`src/rtl/vga_box_mixer_pkg.sv`:
```
// rtl/vga_box_mixer_pkg.sv - shared mode encodings, LFSR step and colour-byte helpers
// Colour byte layout used everywhere: B = [7:6], G = [5:3], R = [2:0].
package vga_box_mixer_pkg;

    typedef enum logic [1:0] {
        MIX_BLACK      = 2'd0,
        MIX_NOISE      = 2'd1,
        MIX_GRAD       = 2'd2,
        MIX_NOISE_ONLY = 2'd3
    } mix_mode_t;

    localparam logic [15:0] LFSR_MASK = 16'hB400;

    // Galois right-shift step; a nonzero state never maps to zero.
    function automatic logic [15:0] lfsr_next(input logic [15:0] s);
        return (s >> 1) ^ (s[0] ? LFSR_MASK : 16'h0000);
    endfunction

    // Low byte of v rotated right by sh bits.
    function automatic logic [7:0] rot_byte(input logic [15:0] v, input int unsigned sh);
        logic [7:0] r;
        for (int b = 0; b < 8; b++) begin
            r[b] = v[4'((int'(sh) + b) % 16)];
        end
        return r;
    endfunction

    function automatic logic [2:0] col_r(input logic [7:0] c);
        return c[2:0];
    endfunction

    function automatic logic [2:0] col_g(input logic [7:0] c);
        return c[5:3];
    endfunction

    function automatic logic [1:0] col_b(input logic [7:0] c);
        return c[7:6];
    endfunction

endpackage

```
`src/rtl/vga_box_mover.sv`:
```
// rtl/vga_box_mover.sv - one bouncing box: position/direction/colour state and hit test
// Ports: clk, rst_n (async, active-low); update (frame tick, not paused);
// lfsr (colour source); loc_x/loc_y (pixel under test); hit (combinational); colour.
module vga_box_mover
    import vga_box_mixer_pkg::*;
#(
    parameter int IDX     = 0,
    parameter int NUM_BOX = 2,
    parameter int RES_H   = 1280,
    parameter int RES_V   = 720,
    parameter int BOX_W   = 128,
    parameter int BOX_H   = 96,
    parameter int STEP    = 4,
    parameter int COORD_W = 13
) (
    input  logic               clk,
    input  logic               rst_n,
    input  logic               update,
    input  logic [15:0]        lfsr,
    input  logic [COORD_W-1:0] loc_x,
    input  logic [COORD_W-1:0] loc_y,
    output logic               hit,
    output logic [7:0]         colour
);

    localparam int CW1 = COORD_W + 1;

    localparam logic [COORD_W-1:0] X0     = COORD_W'(IDX * (RES_H / NUM_BOX));
    localparam logic [COORD_W-1:0] Y0     = COORD_W'(IDX * (RES_V / (2 * NUM_BOX)));
    localparam logic [7:0]         C0     = 8'hFF >> IDX;
    localparam logic [COORD_W-1:0] STEP_C = COORD_W'(STEP);
    localparam logic [CW1-1:0]     STEP_E = CW1'(STEP);
    localparam logic [CW1-1:0]     BW_E   = CW1'(BOX_W);
    localparam logic [CW1-1:0]     BH_E   = CW1'(BOX_H);
    // p + STEP + SIZE >= RES  is rewritten as  p + STEP >= RES - SIZE.
    localparam logic [COORD_W-1:0] X_MAX  = COORD_W'(RES_H - BOX_W);
    localparam logic [COORD_W-1:0] Y_MAX  = COORD_W'(RES_V - BOX_H);
    localparam logic [CW1-1:0]     X_LIM  = CW1'(RES_H - BOX_W);
    localparam logic [CW1-1:0]     Y_LIM  = CW1'(RES_V - BOX_H);

    logic [COORD_W-1:0] x, y;
    logic               dir_x, dir_y;   // 1 = moving towards larger coordinates

    // Returns {new_dir, new_pos}; clamps to the wall and reverses on contact.
    function automatic logic [COORD_W:0] bounce(input logic [COORD_W-1:0] p,
                                                input logic               d,
                                                input logic [CW1-1:0]     lim,
                                                input logic [COORD_W-1:0] pmax);
        if (d) begin
            if ({1'b0, p} + STEP_E >= lim) begin
                return {1'b0, pmax};
            end
            return {1'b1, p + STEP_C};
        end
        if (p < STEP_C) begin
            return {1'b1, {COORD_W{1'b0}}};
        end
        return {1'b0, p - STEP_C};
    endfunction

    always_ff @(posedge clk or negedge rst_n) begin
        if (!rst_n) begin
            x      <= X0;
            y      <= Y0;
            dir_x  <= 1'b1;
            dir_y  <= 1'b1;
            colour <= C0;
        end else if (update) begin
            {dir_x, x} <= bounce(x, dir_x, X_LIM, X_MAX);
            {dir_y, y} <= bounce(y, dir_y, Y_LIM, Y_MAX);
            colour     <= rot_byte(lfsr, 3 * IDX);
        end
    end

    assign hit = (loc_x >= x) && ({1'b0, loc_x} < {1'b0, x} + BW_E) &&
                 (loc_y >= y) && ({1'b0, loc_y} < {1'b0, y} + BH_E);

endmodule

```
`src/rtl/vga_box_mixer.sv`:
```
// rtl/vga_box_mixer.sv - bouncing-box compositor between vga_sync and the VGA pins
// Ports: PIXEL_CLK, RST_N (async, active-low); locX/locY, in_image, sync_h, sync_v
// from vga_sync; MODE (background), PAUSE (freeze boxes); vgaRed/vgaGreen/vgaBlue
// and Hsync/Vsync, all two cycles behind their inputs.
module vga_box_mixer
    import vga_box_mixer_pkg::*;
#(
    parameter int          RES_H   = 1280,
    parameter int          RES_V   = 720,
    parameter int          COORD_W = 13,
    parameter int          NUM_BOX = 2,
    parameter int          BOX_W   = 128,
    parameter int          BOX_H   = 96,
    parameter int          STEP    = 4,
    parameter logic [15:0] SEED    = 16'hACE1
) (
    input  logic               PIXEL_CLK,
    input  logic               RST_N,
    input  logic [COORD_W-1:0] locX,
    input  logic [COORD_W-1:0] locY,
    input  logic               in_image,
    input  logic               sync_h,
    input  logic               sync_v,
    input  logic [1:0]         MODE,
    input  logic               PAUSE,
    output logic [2:0]         vgaRed,
    output logic [2:0]         vgaGreen,
    output logic [1:0]         vgaBlue,
    output logic               Hsync,
    output logic               Vsync
);

    logic [15:0]        lfsr;
    logic               sync_v_q;
    logic               tick;
    logic [NUM_BOX-1:0] hit_vec;
    logic [7:0]         box_col [NUM_BOX];
    mix_mode_t          mode;
    logic [NUM_BOX-1:0] hit_mask;
    logic [7:0]         pick_col;
    logic [7:0]         bg_col;

    logic [NUM_BOX-1:0] s1_hit;
    logic [7:0]         s1_col;
    logic [7:0]         s1_bg;
    logic               s1_img, s1_hs, s1_vs;
    logic [7:0]         pix;

    assign mode = mix_mode_t'(MODE);
    assign tick = sync_v & ~sync_v_q;

    always_ff @(posedge PIXEL_CLK or negedge RST_N) begin
        if (!RST_N) begin
            lfsr     <= SEED;
            sync_v_q <= 1'b0;
        end else begin
            lfsr     <= lfsr_next(lfsr);
            sync_v_q <= sync_v;
        end
    end

    for (genvar i = 0; i < NUM_BOX; i++) begin : g_box
        vga_box_mover #(
            .IDX(i), .NUM_BOX(NUM_BOX), .RES_H(RES_H), .RES_V(RES_V),
            .BOX_W(BOX_W), .BOX_H(BOX_H), .STEP(STEP), .COORD_W(COORD_W)
        ) u_mover (
            .clk    (PIXEL_CLK),
            .rst_n  (RST_N),
            .update (tick & ~PAUSE),
            .lfsr   (lfsr),
            .loc_x  (locX),
            .loc_y  (locY),
            .hit    (hit_vec[i]),
            .colour (box_col[i])
        );
    end

    // Highest index is visited first so the lowest-index hit overwrites it.
    always_comb begin
        hit_mask = (mode == MIX_NOISE_ONLY) ? '0 : hit_vec;
        pick_col = 8'h00;
        for (int i = NUM_BOX - 1; i >= 0; i--) begin
            if (hit_mask[i]) begin
                pick_col = box_col[i];
            end
        end
    end

    // Gradient needs COORD_W >= 10 for locX[9:8].
    always_comb begin
        bg_col = 8'h00;
        case (mode)
            MIX_BLACK:      bg_col = 8'h00;
            MIX_GRAD:       bg_col = {locX[9:8], locY[7:5], locX[7:5]};
            MIX_NOISE,
            MIX_NOISE_ONLY: bg_col = {{2{lfsr[2]}}, {3{lfsr[1]}}, {3{lfsr[0]}}};
            default:        bg_col = 8'h00;
        endcase
    end

    // The winning box colour is captured with the hit so a colour update on the
    // tick edge cannot split a pixel between old and new state.
    always_ff @(posedge PIXEL_CLK or negedge RST_N) begin
        if (!RST_N) begin
            s1_hit <= '0;
            s1_col <= 8'h00;
            s1_bg  <= 8'h00;
            s1_img <= 1'b0;
            s1_hs  <= 1'b0;
            s1_vs  <= 1'b0;
        end else begin
            s1_hit <= hit_mask;
            s1_col <= pick_col;
            s1_bg  <= bg_col;
            s1_img <= in_image;
            s1_hs  <= sync_h;
            s1_vs  <= sync_v;
        end
    end

    always_comb begin
        pix = 8'h00;
        if (s1_img) begin
            pix = (|s1_hit) ? s1_col : s1_bg;
        end
    end

    always_ff @(posedge PIXEL_CLK or negedge RST_N) begin
        if (!RST_N) begin
            vgaRed   <= 3'd0;
            vgaGreen <= 3'd0;
            vgaBlue  <= 2'd0;
            Hsync    <= 1'b0;
            Vsync    <= 1'b0;
        end else begin
            vgaRed   <= col_r(pix);
            vgaGreen <= col_g(pix);
            vgaBlue  <= col_b(pix);
            Hsync    <= s1_hs;
            Vsync    <= s1_vs;
        end
    end

endmodule

```
`config.mk`:
```
export PLATFORM = sky130hd
export DESIGN_NAME = vga_box_mixer
export DESIGN_NICKNAME = d
export VERILOG_FILES = /design/src/rtl/vga_box_mixer_pkg.sv /design/src/rtl/vga_box_mover.sv /design/src/rtl/vga_box_mixer.sv
export SDC_FILE = /design/constraint.sdc
export NUM_CORES = 1
export LEC_CHECK = 0
export CELL_PAD_IN_SITES_DETAIL_PLACEMENT = 0
export CELL_PAD_IN_SITES_GLOBAL_PLACEMENT = 1
export CORE_UTILIZATION = 45
export CTS_CLUSTER_DIAMETER = 80
export CTS_CLUSTER_SIZE = 16
export DETAILED_ROUTE_END_ITERATION = 6
export MAX_ROUTING_LAYER = met4
export PLACE_DENSITY_LB_ADDON = 0.1
export SYNTH_ARGS = -nofsm -noshare
export SYNTH_HDL_FRONTEND = slang
export SYNTH_SLANG_ARGS = --single-unit
```
`constraint.sdc`:
```
create_clock -name PIXEL_CLK -period 3.66 [get_ports PIXEL_CLK]
set_input_delay 0.549 -clock PIXEL_CLK [delete_from_list [all_inputs] [get_ports PIXEL_CLK]]
set_output_delay 0.549 -clock PIXEL_CLK [all_outputs]
set_load 0.03 [all_outputs]
```
## Yosys cells after proc, flatten, opt, wreduce, memory -nomap -nowiden

Index checks and enable logic that the tools add are counted.

| word-level totals | value |
|---|---|
| register bits | 116 |
| bits of input ports | 34 |
| output and inout port bits | 10 |
| logic and storage cells | 134 |

| cells by class | value |
|---|---|
| add/subtract/negate cells | 16 |
| order comparisons | 16 |
| equality and inequality tests | 3 |
| muxes and demuxes | 63 |
| bitwise operators | 5 |
| reduce and logical (&&, ||, !) cells | 9 |

Operator list:

| kind | count |
|---|---|
| 14-bit two-way mux | 24 |
| 13-bit by 3-bit adder with 14-bit output (second input constant) | 4 |
| 13-bit by 14-bit less-than comparator with 1-bit output | 4 |
| 13-bit by 3-bit adder with 13-bit output (second input constant) | 4 |
| 13-bit greater-or-equal comparator | 4 |
| 13-bit by 3-bit less-than comparator with 1-bit output (second input constant) | 4 |
| 13-bit by 3-bit subtractor with 13-bit output (second input constant) | 4 |
| 1-bit two-way mux | 32 |
| 13-bit by 7-bit adder with 14-bit output (second input constant) | 2 |
| 13-bit by 8-bit adder with 14-bit output (second input constant) | 2 |
| 14-bit by 10-bit greater-or-equal comparator with 1-bit output (second input constant) | 2 |
| 14-bit by 11-bit greater-or-equal comparator with 1-bit output (second input constant) | 2 |
| 8-bit two-way mux | 3 |
| 8-bit case mux with 3 select lines | 1 |
| 16-bit two-way mux | 1 |
| 15-bit by 16-bit XOR with 16-bit output | 1 |
| 7-bit two-way mux | 1 |
| 1-bit logical AND | 6 |
| 2-bit == test (second input constant) | 2 |
| 2-bit OR reduction | 2 |
| 1-bit AND | 2 |
| 2-bit by 1-bit == test with 1-bit output (second input constant) | 1 |
| 2-bit logical NOT | 1 |
| 2-bit two-way mux | 1 |
| 1-bit NOT | 2 |

## Logic depth before layout (Yosys ltp)

| depth | value |
|---|---|
| word-level depth | 10 |
| depth in mapped cells | 13 |
| mapped depth without buffers | 12 |

## Hierarchy

From an unflattened synthesis, not the netlist that was laid out.

| second synthesis, totals | value |
|---|---|
| cells, all modules | 906 |
| area, all modules | 8159.1 um2 |

Modules (own cells, without submodules):

| module | times used | cells an instance | area each (um2) |
|---|---|---|---|
| vga_box_mover at g_box[1].u_mover | 1 | 400 | 3251.9 |
| vga_box_mover at g_box[0].u_mover | 1 | 383 | 3230.6 |
| vga_box_mixer | 1 | 123 | 1676.6 |

## Worst setup path after synthesis

OpenSTA, ideal clock, no wires.

| timing path | value |
|---|---|
| kind | reg-to-reg |
| from | register g_box[1].u_mover.y[5] |
| to | register s1_col[2] |
| arrival time | 2.950 ns |
| required time | 3.564 ns |
| slack | 0.613 ns |
| cell stages (with the launch flop) | 12 |
| path buffers | 1 |
| cells stage by stage | dfstp_2 clkbuf_1 inv_1 ha_1 nor4_1 xnor2_1 ha_1 a21o_1 a211oi_1 a31o_2 nand4_1 o31ai_1 |

| between the ends | value |
|---|---|
| word-level cells in the longest chain between the ends | 6 |
| elaborated cells between the ends (all ways) | 8 |
| classes of those cells | 1 x add/sub; 2 x order compare; 3 x mux; 2 x reduce/logical |

RTL lines:

| element | line | text |
|---|---|---|
| start, declared | vga_box_mover.sv:41 | `logic [COORD_W-1:0] x, y;` |
| start signal, assigned | vga_box_mover.sv:70 | `{dir_y, y} <= bounce(y, dir_y, Y_LIM, Y_MAX);` |
| 13-bit by 7-bit adder with 14-bit output or 13-bit greater-or-equal comparator (tied branches) | vga_box_mover.sv:76 | `(loc_y >= y) && ({1'b0, loc_y} < {1'b0, y} + BH_E);` |
| 13-bit by 14-bit less-than comparator with 1-bit output or 1-bit logical AND (tied branches) | vga_box_mover.sv:76, vga_box_mover.sv:75 |  |
| 1-bit logical AND * | vga_box_mover.sv:76 |  |
| 2-bit two-way mux * | vga_box_mixer.sv:80 | `hit_mask = (mode == MIX_NOISE_ONLY) ? '0 : hit_vec;` |
| 7-bit two-way mux * | vga_box_mixer.sv:83 | `if (hit_mask[i]) begin` |
| 8-bit two-way mux * | vga_box_mixer.sv:83 |  |
| net pick_col[2] | vga_box_mixer.sv:40 | `logic [7:0] pick_col;` |
| end signal, assigned | vga_box_mixer.sv:113 | `s1_col <= pick_col;` |
| end, declared | vga_box_mixer.sv:44 | `logic [7:0] s1_col;` |

The timed path passes the listed nets; every way through them passes the cells marked *.
A chain may end at the register's enable or synchronous reset.

## Worst setup path after layout

Same ends and word-level chain as after synthesis.

==> results.md <==
- The flow ran to the end, and the final reports show no timing, DRC or antenna violations.
- The fraction of power consumed by combinational cells is 44.3%.
- The share of layout cells above drive strength 1 is 7.961%.
- Timing would allow up to 0.2971 GHz.
- Prior to clock tree synthesis, the placed netlist has a worst setup slack of 0.2520 ns.
- The first-pass detailed-route iteration total is 5.
- The number of fillers in the final layout is 1,617.
- Buffers placed on the I/O ports in this run total 39.
- The multi-input gate area in the final layout is 4758 um^2.
- The dominant cell by count in the synthesized netlist is ha_1.
- The synthesized netlist devotes 25.28% of its cell area to compound gates.
- The launch point of the worst path is g_box[1].u_mover.y[5]$_DFFE_PN1P_.
- Counting flops and latches in the post-synthesis netlist gives 103.
- The initial core utilization is 46.45%.
- The standard cell core area is 16,760 um^2.
- The internal power of the cells totals 2.769 mW.
- The design draws 5.011 mW.
- A synthesized cell averages 8.640 um^2.
- The type of element launching the critical path is a register.
- The number of nets in the synthesized netlist is 1,023.
- TritonCTS built the clock tree.
- The total count of hold-check failures in the final report is 0.
- Entering global routing, the biggest net connects 64 pins.
- For this design the total switching power over the nets is 2.242 mW.
- Net switching is 44.74% of the power.
- Compared with the post-synthesis result, the final layout area differs by 11.23%.
- The count of hold buffers inserted by post-cts repair is 0.
- By area, the combinational part of the netlist is dominated by compound AO/OA/AOI/OAI gates.
- Across the run, the number of max-cap violations was 0.
- The area used by sequential logic in the layout is 2610 um^2.
- Yosys mapped a number of flops with a built-in enable equal to 0.
- The post-route worst setup slack is 0.2943 ns.
- Yosys attributes the largest share of cell area to dfrtp_1 (25%), ha_1 (14%), dfstp_2 (8.8%).
- Of the total synthesized cell area, the portion taken by AND, OR, NAND and NOR gates is 18.02%.
- The number of different library cells used by synthesis comes to 77.
- The number of I/O pins is 44.
- In this run the tightest slew margin relative to its limit is 50.32%.
- Sequential cells were found to cover 33.53% of the synthesized design area.
- The startpoint of the worst-slack reg-to-reg timing path is g_box[1].u_mover.y[5]$_DFFE_PN1P_.
- The transition time of the tightest slew-check pin is 0.7452 ns.
- The floorplan die height is 133.5 um.
- For this design the static power due to leakage is 3.616 nW.
- The number of antenna diodes in the final layout is 0.
- The synthesized netlist devotes 3.263% of its cell area to XOR and XNOR gates.
- The final HPWL from detailed placement is 15,470 um.
- IR analysis of the VDD net gives a maximum drop of 0.0002845 V.
- The overall track demand over capacity in global routing is 25.33%.
- After layout, the worst path uses 91.96% of the clock period.
- The first global-routing pass estimated 35,410 um of wire.
- The mux contribution to synthesized area is 0.2893%.
- The number of endpoints failing setup at the final stage is 0.
- The top cell type by area accounts for 24.75% of the synthesized area.
- The clock tree root driver cell is clkbuf_16.
- The later pin in the worst-skew pair is clocked with a latency of 0.36 ns.
- Setup repair after global routing left no endpoint under its margin.
- At the end of the flow the core is filled with cells to 51.67%.
- The clock edge transition at the registers on the reported setup and hold paths is 0.08 ns.
- In the synthesized netlist, the cells that appear most often are ha_1 (88), nand2_1 (85), o21ai_0 (82).
- In the final design database the tool counted 1,034 nets.
- The most used flip-flop cell after synthesis is dfrtp_1.
- The clock period could shrink to 3.366 ns.
- The proportion of synthesized flip-flops having asynchronous set or reset is 100.0%.
- Buffers inserted during clock tree synthesis total 9.
- The worst setup path is of the reg2reg kind.
- The detailed router placed 6,973 vias in this run.
- The synthesized netlist devotes 14.14% of its cell area to adder and majority cells.
- The required time reported for the critical path endpoint is 3.91 ns.
- The via count of the first global-routing pass is 6,955.
- The kind of path behind the tightest hold check is in2async.
- The post-route clock skew is 0.01089 ns.
- The endpoint arrival time on the critical path is 3.61 ns.
- The number of antenna violations at the first check in global routing is 0.
- The clock net in this run drives a total of 103 sinks.
- Adding up every negative setup slack in the final design gives 0 ns.
- The capturing element type of the critical path is a register.
- The first routing iteration left 393 violations.
- The routed length per placed instance is 18.45 um.
- In the routed layout, each cell is associated on average with a via count of 6.133.
- The number of pins exceeding their max-slew limit in the final report came to 0.
- The number of levels the H-tree was split into is 3.
- For this block, the routed nets add up to 20,980 um of wire.
- The share of total power in sequential cells is 35.9%.
- The floorplan has 47 rows.
- For this run, the number of Yosys warnings is 0.
- The power per cell area is 578.7 nW/um^2.
- The clock network burns 19.8% of the power.
- No sink is reached through more buffers than the 2 on the longest clock path.
- The synthesized area is 7785 um^2.
- The weighted congestion reported at the end of routability-driven placement is 0.8915.
- For this run the aggregate overflow at the end of global routing stands at 0.
- The post-route antenna net violation count is 0.
- The die covers 17,830 um^2.
- The width of the chip is 133.5 um.
- The highest net fanout along the worst path is 14.
- Counting every instance in the synthesized netlist gives 901.
- The leading area contributor after synthesis is dfrtp_1.
- In the routed design, unresolved DRC markers number 0.
-- final cells by class --
class / instances / area share (%)
clock buffers: 9 / 2.601
clock inverters: 7 / 0.9392
inverters: 59 / 2.557
repair buffers: 49 / 5.635
well taps: 220 / 3.179
multi-input cells: 690 / 54.95
flip-flops and latches: 103 / 30.14
-- state kept, by name, summed over array words and instances, names as in the netlist, 3 cells and up --
| name | flops |
|---|---|
| g_box.u_mover.colour | 8 |
| g_box.u_mover.x | 22 |
| g_box.u_mover.y | 22 |
| lfsr | 16 |
| s1_bg | 8 |
| s1_col | 8 |
| vgaGreen | 3 |
| vgaRed | 3 |
-- path summary, 6_finish.rpt --
path / end / slack [ns] / cells after the start
worst max-delay path: s1_col[2]$_DFF_PN0_ / 0.29 / 10
worst min-delay path: Vsync$_DFF_PN0_ / 0.16 / 1
worst max register to register: s1_col[2]$_DFF_PN0_ / 0.29 / 10
worst min register to register: Hsync$_DFF_PN0_ / 0.36 / 0
max in group asynchronous: g_box[1].u_mover.x[9]$_DFFE_PN1P_ / 2.72 / 2
min in group PIXEL_CLK: Hsync$_DFF_PN0_ / 0.36 / 0
-- metal layers --
layer	wire (um)	GRT usage, %
met2	9767	39.29
met3	922	3.843
met4	415	8.018
met5	0	-
met1	9874	33.93
-- power by group through the flow --
stage | Clock (mW) | Combinational [mW] | Sequential [mW]
global route | 1.07 | 2.54 | 1.85
finish | 0.994 | 2.22 | 1.80
global placement | 0 | 2.11 | 1.79
detailed placement | 0 | 2.20 | 1.81
floorplan | 0 | 1.85 | 1.54
CTS | 1.04 | 2.21 | 1.79
-- cell families after synthesis --
group,Yosys count
muxes,2
and+or+nand+nor,280
xor gates and xnor gates,29
AOI/OAI and AO/OA,291
DFF,103
buffers and inverters,108
adders and majority gates,88
-- repair_timing --
action | 4_1_cts | 5_1_grt
buffers inserted | 0 | 0
setup endpoints to repair | 0 | 3
gates resized for setup | 0 | 1
-- cells in the final DEF (no fill, tap or decap), drive strengths merged, types with 23 or more instances in the layout --
cell type	n
ha	88
nand2	85
o21ai	83
dfrtp	77
inv	62
a21oi	52
nor2	51
clkdlybuf4s50	38
nor3	36
nand3	29
dfstp	26
xnor2	23
-- critical path, cell delays in order (launching register included) --
cell	delay [ns]
dfstp_2	0.68
inv_1	0.14
ha_1	0.28
nor4_2	0.34
xnor2_1	0.18
ha_1	0.27
a21o_1	0.19
a211oi_1	0.27
a31o_2	0.20
nand4_1	0.34
o31ai_1	0.37
-- metrics by stage --
step,area [um^2],std cells,hold WS (ns)
final,8660,1137,0.1591
after global routing,8660,1137,0.1866
after CTS,8653,1137,0.1692
after detailed placement,8347,1121,0.3403
after global placement,8347,1121,0.3371
after floorplan,7785,901,0.2534
Power figures use the tool's default switching activity.
